$ cat src/rtl/perceptron_train_ctrl.sv
`default_nettype none
// ============================================================================
//  Module   : perceptron_train_ctrl
//  Purpose  : Training sequencer for a 2-input perceptron neuron. Holds a
//             small sample table plus the weight/bias registers, presents
//             each sample to the neuron, captures its output after a fixed
//             latency and applies the perceptron learning rule. Epochs
//             repeat until an error-free epoch or the epoch limit is reached.
//  Ports    : clk, reset_n            - clock, async active-low reset
//             wr_en/wr_addr/wr_data   - sample table write {target,x2,x1}
//             n_last                  - index of last valid sample (on start)
//             start, abort            - run control (abort has priority)
//             p_x1/p_x2/p_w1/p_w2/p_bias, p_y - neuron interface
//             busy, done, converged, epoch_cnt, err_cnt - status
//  Config   : PTRAIN_SAT_EN - when defined, weight updates saturate instead
//             of wrapping.
//  Revision : 1.0 - initial release
// ============================================================================
module perceptron_train_ctrl #(
    parameter int NUM_SAMPLES = 8,
    parameter int LATENCY     = 2,
    parameter int MAX_EPOCHS  = 15,
    parameter int W_WIDTH     = 8
) (
    input  logic                           clk,
    input  logic                           reset_n,
    input  logic                           wr_en,
    input  logic [$clog2(NUM_SAMPLES)-1:0] wr_addr,
    input  logic [8:0]                     wr_data,
    input  logic [$clog2(NUM_SAMPLES)-1:0] n_last,
    input  logic                           start,
    input  logic                           abort,
    output logic [3:0]                     p_x1,
    output logic [3:0]                     p_x2,
    output logic signed [W_WIDTH-1:0]      p_w1,
    output logic signed [W_WIDTH-1:0]      p_w2,
    output logic signed [W_WIDTH-1:0]      p_bias,
    input  logic                           p_y,
    output logic                           busy,
    output logic                           done,
    output logic                           converged,
    output logic [7:0]                     epoch_cnt,
    output logic [4:0]                     err_cnt
);

    localparam int c_idx_w = $clog2(NUM_SAMPLES);
    localparam int c_lat_w = (LATENCY < 1) ? 1 : $clog2(LATENCY + 1);

    localparam logic signed [W_WIDTH:0] c_one = {{W_WIDTH{1'b0}}, 1'b1};
`ifdef PTRAIN_SAT_EN
    localparam logic signed [W_WIDTH:0] c_w_max = {2'b00, {(W_WIDTH-1){1'b1}}};
    localparam logic signed [W_WIDTH:0] c_w_min = {2'b11, {(W_WIDTH-1){1'b0}}};
`endif

    typedef enum logic [2:0] {
        S_IDLE      = 3'd0,
        S_APPLY     = 3'd1,
        S_UPDATE    = 3'd2,
        S_EPOCH_END = 3'd3,
        S_DONE      = 3'd4
    } state_t;

    state_t                     r_state;
    state_t                     w_state_nxt;

    logic [8:0]                 r_table [NUM_SAMPLES];
    logic [c_idx_w-1:0]         r_idx;
    logic [c_idx_w-1:0]         r_n_last;
    logic [c_lat_w-1:0]         r_lat;
    logic                       r_target;
    logic                       r_y;
    logic signed [W_WIDTH-1:0]  r_w1;
    logic signed [W_WIDTH-1:0]  r_w2;
    logic signed [W_WIDTH-1:0]  r_bias;
    logic [7:0]                 r_epoch;
    logic [4:0]                 r_err;
    logic                       r_conv;
    logic [3:0]                 r_x1;
    logic [3:0]                 r_x2;

    logic                       w_wr_ok;
    logic                       w_lat_last;
    logic                       w_last_sample;
    logic                       w_epoch_limit;
    logic                       w_err;
    logic [c_idx_w-1:0]         w_next_idx;
    logic [8:0]                 w_entry;
    logic signed [W_WIDTH:0]    w_x1_ext;
    logic signed [W_WIDTH:0]    w_x2_ext;
    logic signed [W_WIDTH:0]    w_d1;
    logic signed [W_WIDTH:0]    w_d2;
    logic signed [W_WIDTH:0]    w_db;

    // Sum is formed one bit wider than the weight so the overflow is visible
    // before it is either clamped or dropped.
    function automatic logic signed [W_WIDTH-1:0] f_update(
        input logic signed [W_WIDTH-1:0] w,
        input logic signed [W_WIDTH:0]   d
    );
        logic signed [W_WIDTH:0] sum;
        sum = $signed({w[W_WIDTH-1], w}) + d;
`ifdef PTRAIN_SAT_EN
        if (sum > c_w_max) begin
            return c_w_max[W_WIDTH-1:0];
        end else if (sum < c_w_min) begin
            return c_w_min[W_WIDTH-1:0];
        end else begin
            return sum[W_WIDTH-1:0];
        end
`else
        return sum[W_WIDTH-1:0];
`endif
    endfunction

    // ------------------------------------------------------------------
    // Sample table (not reset); writable only while not training
    // ------------------------------------------------------------------
    assign w_wr_ok = wr_en && !abort && (r_state == S_IDLE || r_state == S_DONE);

    always_ff @(posedge clk) begin
        if (w_wr_ok) begin
            r_table[wr_addr] <= wr_data;
        end
    end

    // Index of the sample loaded on the next entry into APPLY. A write in
    // the same cycle as start is forwarded so training sees the new entry.
    assign w_next_idx = (r_state == S_UPDATE) ? r_idx + 1'b1 : '0;
    assign w_entry    = (w_wr_ok && (wr_addr == w_next_idx)) ? wr_data
                                                              : r_table[w_next_idx];

    assign w_lat_last    = (r_lat == c_lat_w'(LATENCY));
    assign w_last_sample = (r_idx == r_n_last);
    assign w_epoch_limit = ((r_epoch + 8'd1) == 8'(MAX_EPOCHS));
    assign w_err         = r_target ^ r_y;

    // err*x with err in {-1,+1}; x is zero-extended unsigned
    assign w_x1_ext = {{(W_WIDTH-3){1'b0}}, r_x1};
    assign w_x2_ext = {{(W_WIDTH-3){1'b0}}, r_x2};
    assign w_d1     = r_target ? w_x1_ext : -w_x1_ext;
    assign w_d2     = r_target ? w_x2_ext : -w_x2_ext;
    assign w_db     = r_target ? c_one    : -c_one;

    // ------------------------------------------------------------------
    // FSM
    // ------------------------------------------------------------------
    always_ff @(posedge clk or negedge reset_n) begin
        if (!reset_n) begin
            r_state <= S_IDLE;
        end else begin
            r_state <= w_state_nxt;
        end
    end

    always_comb begin
        w_state_nxt = r_state;
        if (abort) begin
            w_state_nxt = S_IDLE;
        end else begin
            case (r_state)
                S_IDLE, S_DONE: begin
                    if (start) w_state_nxt = S_APPLY;
                end
                S_APPLY: begin
                    if (w_lat_last) w_state_nxt = S_UPDATE;
                end
                S_UPDATE: begin
                    w_state_nxt = w_last_sample ? S_EPOCH_END : S_APPLY;
                end
                S_EPOCH_END: begin
                    w_state_nxt = ((r_err == 5'd0) || w_epoch_limit) ? S_DONE : S_APPLY;
                end
                default: w_state_nxt = S_IDLE;
            endcase
        end
    end

    // ------------------------------------------------------------------
    // Datapath
    // ------------------------------------------------------------------
    always_ff @(posedge clk or negedge reset_n) begin
        if (!reset_n) begin
            r_idx    <= '0;
            r_n_last <= '0;
            r_lat    <= '0;
            r_target <= 1'b0;
            r_y      <= 1'b0;
            r_w1     <= '0;
            r_w2     <= '0;
            r_bias   <= '0;
            r_epoch  <= '0;
            r_err    <= '0;
            r_conv   <= 1'b0;
            r_x1     <= '0;
            r_x2     <= '0;
        end else if (!abort) begin
            case (r_state)
                S_IDLE, S_DONE: begin
                    if (start) begin
                        r_w1     <= '0;
                        r_w2     <= '0;
                        r_bias   <= '0;
                        r_epoch  <= '0;
                        r_err    <= '0;
                        r_conv   <= 1'b0;
                        r_n_last <= n_last;
                        r_idx    <= '0;
                        r_lat    <= '0;
                        r_x1     <= w_entry[3:0];
                        r_x2     <= w_entry[7:4];
                        r_target <= w_entry[8];
                    end
                end
                S_APPLY: begin
                    if (w_lat_last) begin
                        r_y   <= p_y;
                        r_lat <= '0;
                    end else begin
                        r_lat <= r_lat + 1'b1;
                    end
                end
                S_UPDATE: begin
                    if (w_err) begin
                        r_w1   <= f_update(r_w1, w_d1);
                        r_w2   <= f_update(r_w2, w_d2);
                        r_bias <= f_update(r_bias, w_db);
                        r_err  <= r_err + 5'd1;
                    end
                    if (!w_last_sample) begin
                        r_idx    <= w_next_idx;
                        r_x1     <= w_entry[3:0];
                        r_x2     <= w_entry[7:4];
                        r_target <= w_entry[8];
                    end
                end
                S_EPOCH_END: begin
                    r_epoch <= r_epoch + 8'd1;
                    if (r_err == 5'd0) begin
                        r_conv <= 1'b1;
                    end else if (!w_epoch_limit) begin
                        r_err    <= '0;
                        r_idx    <= '0;
                        r_x1     <= w_entry[3:0];
                        r_x2     <= w_entry[7:4];
                        r_target <= w_entry[8];
                    end
                end
                default: ;
            endcase
        end
    end

    assign p_x1      = r_x1;
    assign p_x2      = r_x2;
    assign p_w1      = r_w1;
    assign p_w2      = r_w2;
    assign p_bias    = r_bias;
    assign busy      = (r_state == S_APPLY) || (r_state == S_UPDATE) || (r_state == S_EPOCH_END);
    assign done      = (r_state == S_DONE);
    assign converged = r_conv;
    assign epoch_cnt = r_epoch;
    assign err_cnt   = r_err;

endmodule
`default_nettype wire

$ cat config.mk
export PLATFORM = sky130hd
export DESIGN_NAME = perceptron_train_ctrl
export DESIGN_NICKNAME = d
export VERILOG_FILES = /design/src/rtl/perceptron_train_ctrl.sv
export SDC_FILE = /design/constraint.sdc
export NUM_CORES = 1
export LEC_CHECK = 0
export ABC_AREA = 0
export CAP_MARGIN = 30
export CORE_ASPECT_RATIO = 2
export CORE_UTILIZATION = 25
export DETAILED_ROUTE_END_ITERATION = 12
export GPL_TIMING_DRIVEN = 0
export PLACE_DENSITY_LB_ADDON = 0.05
export SKIP_LAST_GASP = 1
export SYNTH_ARGS = -nofsm -noshare
export SYNTH_HDL_FRONTEND = slang
export SYNTH_SLANG_ARGS = --single-unit
$ cat constraint.sdc
create_clock -name clk -period 5.2 [get_ports clk]
set_clock_uncertainty 0.05 [all_clocks]
set_input_delay 0.52 -clock clk [delete_from_list [all_inputs] [get_ports clk]]
set_output_delay 0.52 -clock clk [all_outputs]
set_load 0.02 [all_outputs]
==> run metrics, run 1 <==
clock slew at reported path FFs=approximately 0.060 ns; required time worst endpoint=5.47 ns; filler cell count in the final layout=2672; Yosys Warn Count=0; area grow syn2layout=27.03%; clk buf depth=2; Starting Density=25.38%; Least-Margin Pin Slew=0.9274 ns; largest area contributor in the netlist=edfxtp_1; Buffers on Ports=68; mux cell area share after synthesis=2.449%; total CTS buffers=17; Adder-Cell Fraction of Synth Area=6.368%; Hold-fix buffers, CTS=0; worst reg2reg endpoint=p_bias[6]; Die Span Y=232.5 microns; placed insts=1032; Yosys reg bits=131; initial antenna violation count=0; Post-synth top cells=86 x nand2_1, 72 x edfxtp_1, 59 x dfrtp_1; FF-to-FF Start=r_target; crit-path max FO=10; setup TNS=0 ns; Gate Count Post-Synth=a little over 600; XOR/XNOR share of the synthesized area=under 10%; count of different cell masters after synthesis=60; count leader, synth=nand2_1; post-synthesis simple-gate area fraction=14.94%; Final Hold Fails=0; Synth Area in Compound Gates=14.94%; htree depth=4; final net count=between 700 and 800; type of the most critical hold path=in -> async; Crit path arrival time=roughly 3.6 ns; dpl hpwl=~15 mm; fmax=297.1 MHz; first-pass GRT wire length=29.35 mm; largest family of logic cells by synthesized area=compound AO/OA/AOI/OAI gates; non-filler cells in the finished layout=1063; GRT Total Usage=15.18%; sequential area share after synthesis=54.79%; syn_area_per_cell=10.83 sq um; count of pins over their slew limit=0; number of I/O pins=69; WL/cell=18.01 microns; ys flop type=edfxtp_1; post-CTS sizing=0; Peak VDD IR=0.2326 mV; Worst Setup End Kind=flip-flop; # rows=84; Post-synth EDFFs=between 70 and 80; normalized max-slew margin=37.94%; static leakage=0.003244 uW; layout cell share with drive strength beyond 1=10.01%; status=completed; async set-reset flop share out of synthesis=between 40% and 50%; CP Launch Type=flip-flop; initial DRC count=197; width of the die=117.3 microns; Remaining Overflow, GRT=0; DRC violations left=0; critical path class=reg -> reg; Clock Root Buffer=clkbuf_16; routed vias/inst=4.601; dpl ws=1.796 ns; number of global-route vias before repair=5075; worst setup margin=1.834 ns; router iterations before antenna repair=4; R2R setup slack=1.83 ns; top cell type's share of synthesized area=32.55%; Placer Congestion=0.7545; DR vias=4891; pin count of the biggest net entering global routing=60; worst reg-to-reg path cell count=10; Num Clock Sinks=131; setup violators final=0; post-CTS setup buffer count=0; diode count=0; min Tclk post-route=3.366 ns; Synth Cell Area=~6600 sq um; MaxCap Viol Count=0; syn_nets=666; RSZ-0062 raised after global routing=false; Synth area leaders=edfxtp_1 33%, dfrtp_1 22%, ha_1 5.5%; Routed WL=19.15 mm; Post-DRT Antenna Nets=0; worst-skew pair later-pin latency=0.43 ns; Cell Pwr Density=slightly above 400 nW/um^2; post-route clock period utilization=64.72%; Core ar.=26170 sq um; CTS tree=done; die area=27260 sq um
## through the flow
| stage | total power [uW] | util [%] | cell area [sq um] | hold slack [ns] |
|---|---|---|---|---|
| after detailed placement | 2181 | 29.86 | 7815 | 0.4397 |
| final | 3435 | 32.24 | 8437 | 0.1215 |
| after floorplan | 1867 | - | 6641 | 0.1744 |
| after CTS | 3501 | 32.24 | 8437 | 0.1610 |
| after global placement | 2164 | 29.62 | 7752 | 0.4514 |
| after global routing | 3626 | 32.24 | 8437 | 0.1853 |
## registers in the layout, summed over array words and instances, names as in the netlist, 4 cells and up
register	flops
r_table	72
p_x1	4
p_bias	8
err_cnt	5
epoch_cnt	8
p_w2	8
p_x2	4
p_w1	8
## cells by family after synthesis
family                   Yosys count
AO/OA/AOI/OAI                    153
XOR/XNOR                          21
adder cells (fa/ha/maj)           32
buffers and inverters             53
flip-flops                       131
multiplexers                      15
AND/OR/NAND/NOR                  208
## layout by cell type (no fill, tap or decap), types with 19 or more instances in the layout
master            n
a31oi_1          19
nand3_1          23
o21ai_0          48
inv_1            29
ha_1             29
clkdlybuf4s50_1  67
nand2_1          86
edfxtp_1         72
dfrtp_1          59
nor2_1           42
## worst max-delay path, stage by stage (launching register included)
cell and delay (ns):
dfrtp_1 0.36, clkbuf_1 0.39, clkbuf_1 0.43, inv_1 0.30
ha_1 0.40, nor2b_1 0.14, o21ai_0 0.22, a21boi_0 0.20
o21a_1 0.22, or3_1 0.30, a32o_1 0.24
## per-layer routing
metal | up-vias | part of all wire (%) | global-route usage [%]
met5 | - | 0 | 0
met2 | 90 | 58 | 29.25
met4 | 0 | 2.9 | 6.527
li1 | 2418 | - | -
met1 | 2355 | 36 | 14.70
met3 | 28 | 2.8 | 3.699
## area by class of cell
cell class / count / area (sq um) / share of cell area, %
flip-flops and latches: 131 / 3638 / 43.13
multi-input cells: 429 / 2759 / 32.70
repair buffers: 75 / 738.2 / 8.750
clock buffers: 20 / 436.7 / 5.176
well taps: 344 / 430.4 / 5.102
clock inverters: 11 / 185.2 / 2.195
plain buffers: 24 / 140.1 / 1.661
inverters: 29 / 108.9 / 1.290
## worst max path at each step
stage | from | end | cells past startpoint
4_1_cts | r_target | p_bias[6] | 10
2_1_floorplan | r_target | p_w2[6] | 11
3_3_place_gp | reset_n | p_w1[2] | 1
6_report | r_target | p_bias[6] | 10
3_5_place_dp | r_target | p_bias[6] | 10
5_1_grt | r_target | p_bias[6] | 10
## where the power goes
part | total (uW) | internal [uW] | leakage [uW] | switching, uW
registers | 1260 | 1170 | 0.00145 | 88.3
clock network | 1300 | 842 | 0.000291 | 453
logic | 879 | 380 | 0.00151 | 499
Note: power is estimated with default switching activity, not from simulation.
==> run 2: changes to the inputs <==
Clock period 5.2 ns to 2.95 ns, I/O delays scaled along.
==> run 2 against run 1 <==
Effect of this change: sequential power up 79%; first-iteration DRC count rose by 8.6%; routed wire length rose by 0.26%; sequential share of layout area shrank 0.25 points; critical path depth down 1; register-to-register slack worse by 1.7 ns; die area unchanged; largest power group unchanged.
==> run metrics, run 2 (same netlist as run 1, synthesis figures left out) <==
Core ar.=26170 sq um (unchanged); Worst path slowest cell=dfrtp_1; placed insts=1032 (unchanged); dpl ws=-0.4539 ns (-2.250 ns); most common cell after layout, fill and taps aside=nand2_1; crit-path max FO=5 (-5); max reg flops=72 (unchanged); Placer Congestion=0.7545 (unchanged); DR vias=4901 (+0.20%); worst-skew pair later-pin latency=0.43 ns (about the same); Peak VDD IR=0.4120 mV (+77%); initial DRC count=214 (+8.6%); area grow syn2layout=27.96%; Clock Root Buffer=clkbuf_16; initial antenna violation count=0 (unchanged); critical path's top delay family=compound AO/OA/AOI/OAI gates; total CTS buffers=17 (unchanged); setup violators final=0 (unchanged); die area=27260 sq um (unchanged); status=completed; required time worst endpoint=3.21 ns (-2.26 ns); most frequent cells in the layout=86 x nand2_1, 72 x edfxtp_1, 67 x clkdlybuf4s50_1; # rows=84 (unchanged); Starting Density=25.38% (unchanged); layout cell share with drive strength beyond 1=11.65% (+1.6 points); DRC violations left=0 (unchanged); number of global-route vias before repair=5072 (-0.059%); filler cell count in the final layout=2666 (-0.22%); count of pins over their slew limit=0 (unchanged); largest reg by FF count=r_table; CP Launch Type=flip-flop; MaxCap Viol Count=0 (unchanged); Final Hold Fails=0 (unchanged); min Tclk post-route=2.840 ns (-0.5259 ns); Buffers on Ports=68 (unchanged); router iterations before antenna repair=4 (unchanged); dpl hpwl=14.52 mm (unchanged); type of the most critical hold path=in -> reg; Least-Margin Pin Slew=0.9177 ns (-0.009706 ns); Worst Setup End Kind=flip-flop; clock slew at reported path FFs=0.06 ns (about the same); diode count=0 (unchanged); non-filler cells in the finished layout=1065 (+0.19%); final net count=762 (+0.26%); fmax=352.2 MHz (+19%); number of I/O pins=69 (unchanged); cell chain of the critical path=nor3_2 -> ha_1 -> mux2_2 -> ha_1 -> o21ai_0 -> a21boi_0 -> o21a_1 -> or3_1 -> a32o_1; worst stage delay on the critical path=0.45 ns (+0.02 ns); Buffers & Inverters on Critical Path=0 (-3); Final Total Pwr=6095 uW (+77%); htree depth=4 (unchanged); post-route clock period utilization=96.26% (+32 points); first-pass GRT wire length=29.33 mm (about the same); Post-DRT Antenna Nets=0 (unchanged); pin count of the biggest net entering global routing=60 (unchanged); placed inst area=7815 sq um (unchanged); static leakage=0.003269 uW (+0.75%); RSZ-0062 raised after global routing=false; Die Span Y=232.5 microns (unchanged); Num Clock Sinks=131 (unchanged); width of the die=117.3 microns (unchanged); Remaining Overflow, GRT=0 (unchanged); routed vias/inst=4.602 (about the same); Crit path arrival time=3.10 ns (-0.54 ns); GRT Total Usage=15.18% (about the same); Crit path top cell by count=ha_1; post-route cell area=8498 sq um (+0.73%); Cell Pwr Density=717.3 nW/um^2 (+76%); normalized max-slew margin=38.59% (+0.65 points); Routed WL=19.20 mm (+0.26%); clk buf depth=2 (unchanged); worst setup margin=0.1104 ns (-1.724 ns); critical path class=reg -> reg; WL/cell=18.02 microns (about the same); CTS tree=done
## run 2: cell count changes in the layout (fill, tap and decap cells not counted), moves of 2 or more
cell / previous run / this run
dfrtp_1: 59 / 55
nor3_2: 1 / 3
clkbuf_1: 12 / 10
dfrtp_2: 0 / 4
buf_4: 9 / 11
nor3_1: 9 / 7
## run 2: layout make-up
type,instances,area [sq um],share of cell area (%)
Clock buffer,20,436.7,5.138
Tap cell,344,430.4,5.065
Buffer,23,140.1,1.649
Timing Repair Buffer,78,763.2,8.981
Multi-Input combinational cell,429,2790,32.83
Inverter,29,108.9,1.281
Clock inverter,11,185.2,2.179
Sequential cell,131,3643,42.87
## run 2: path summary, 6_finish.rpt
kind,from,end,slack [ns],depth (start not counted)
setup / recovery,p_x1[2],p_w1[6],0.11,9
hold / removal,n_last[0],r_n_last[0],0.43,2
setup reg to reg,p_x1[2],p_w1[6],0.11,9
hold reg to reg,converged,converged,0.45,1
max in group asynchronous,reset_n,p_x1[1],1.77,2
min in group asynchronous,reset_n,epoch_cnt[5],0.44,2
## run 2: layer usage
layer  vias up  GRT usage [%]  wire length [microns]
li1       2420              -                      -
met1      2384          14.73                   6999
met2        75          29.23                  11280
met3        22          3.699                    470
met4         0          6.527                    451
met5         -              0                      0
## run 2: repair_timing
action / 4_1_cts / 5_1_grt
setup buffers: 0 / 2
cloned: 0 / 0
gates resized for setup: 3 / 10
hold buffers: 1 / 0
setup endpoints to repair: 7 / 6
hold endpoints to repair: 59 / 0
## run 2: per-stage QoR
stage | hold WS [ns] | utilization [%] | TNS, ns
final | 0.4316 | 32.47 | 0
after global routing | 0.4282 | 32.47 | 0
after CTS | 0.4025 | 32.30 | 0
after detailed placement | 0.4084 | 29.86 | -3.100
after global placement | 0.4514 | 29.62 | -62.38
after floorplan | -0.05059 | - | 0
## run 2: power by group
| group | switching, uW | total [uW] | internal [uW] |
|---|---|---|---|
| clock | 793 | 2280 | 1480 |
| sequential | 176 | 2250 | 2070 |
| combinational | 872 | 1570 | 696 |
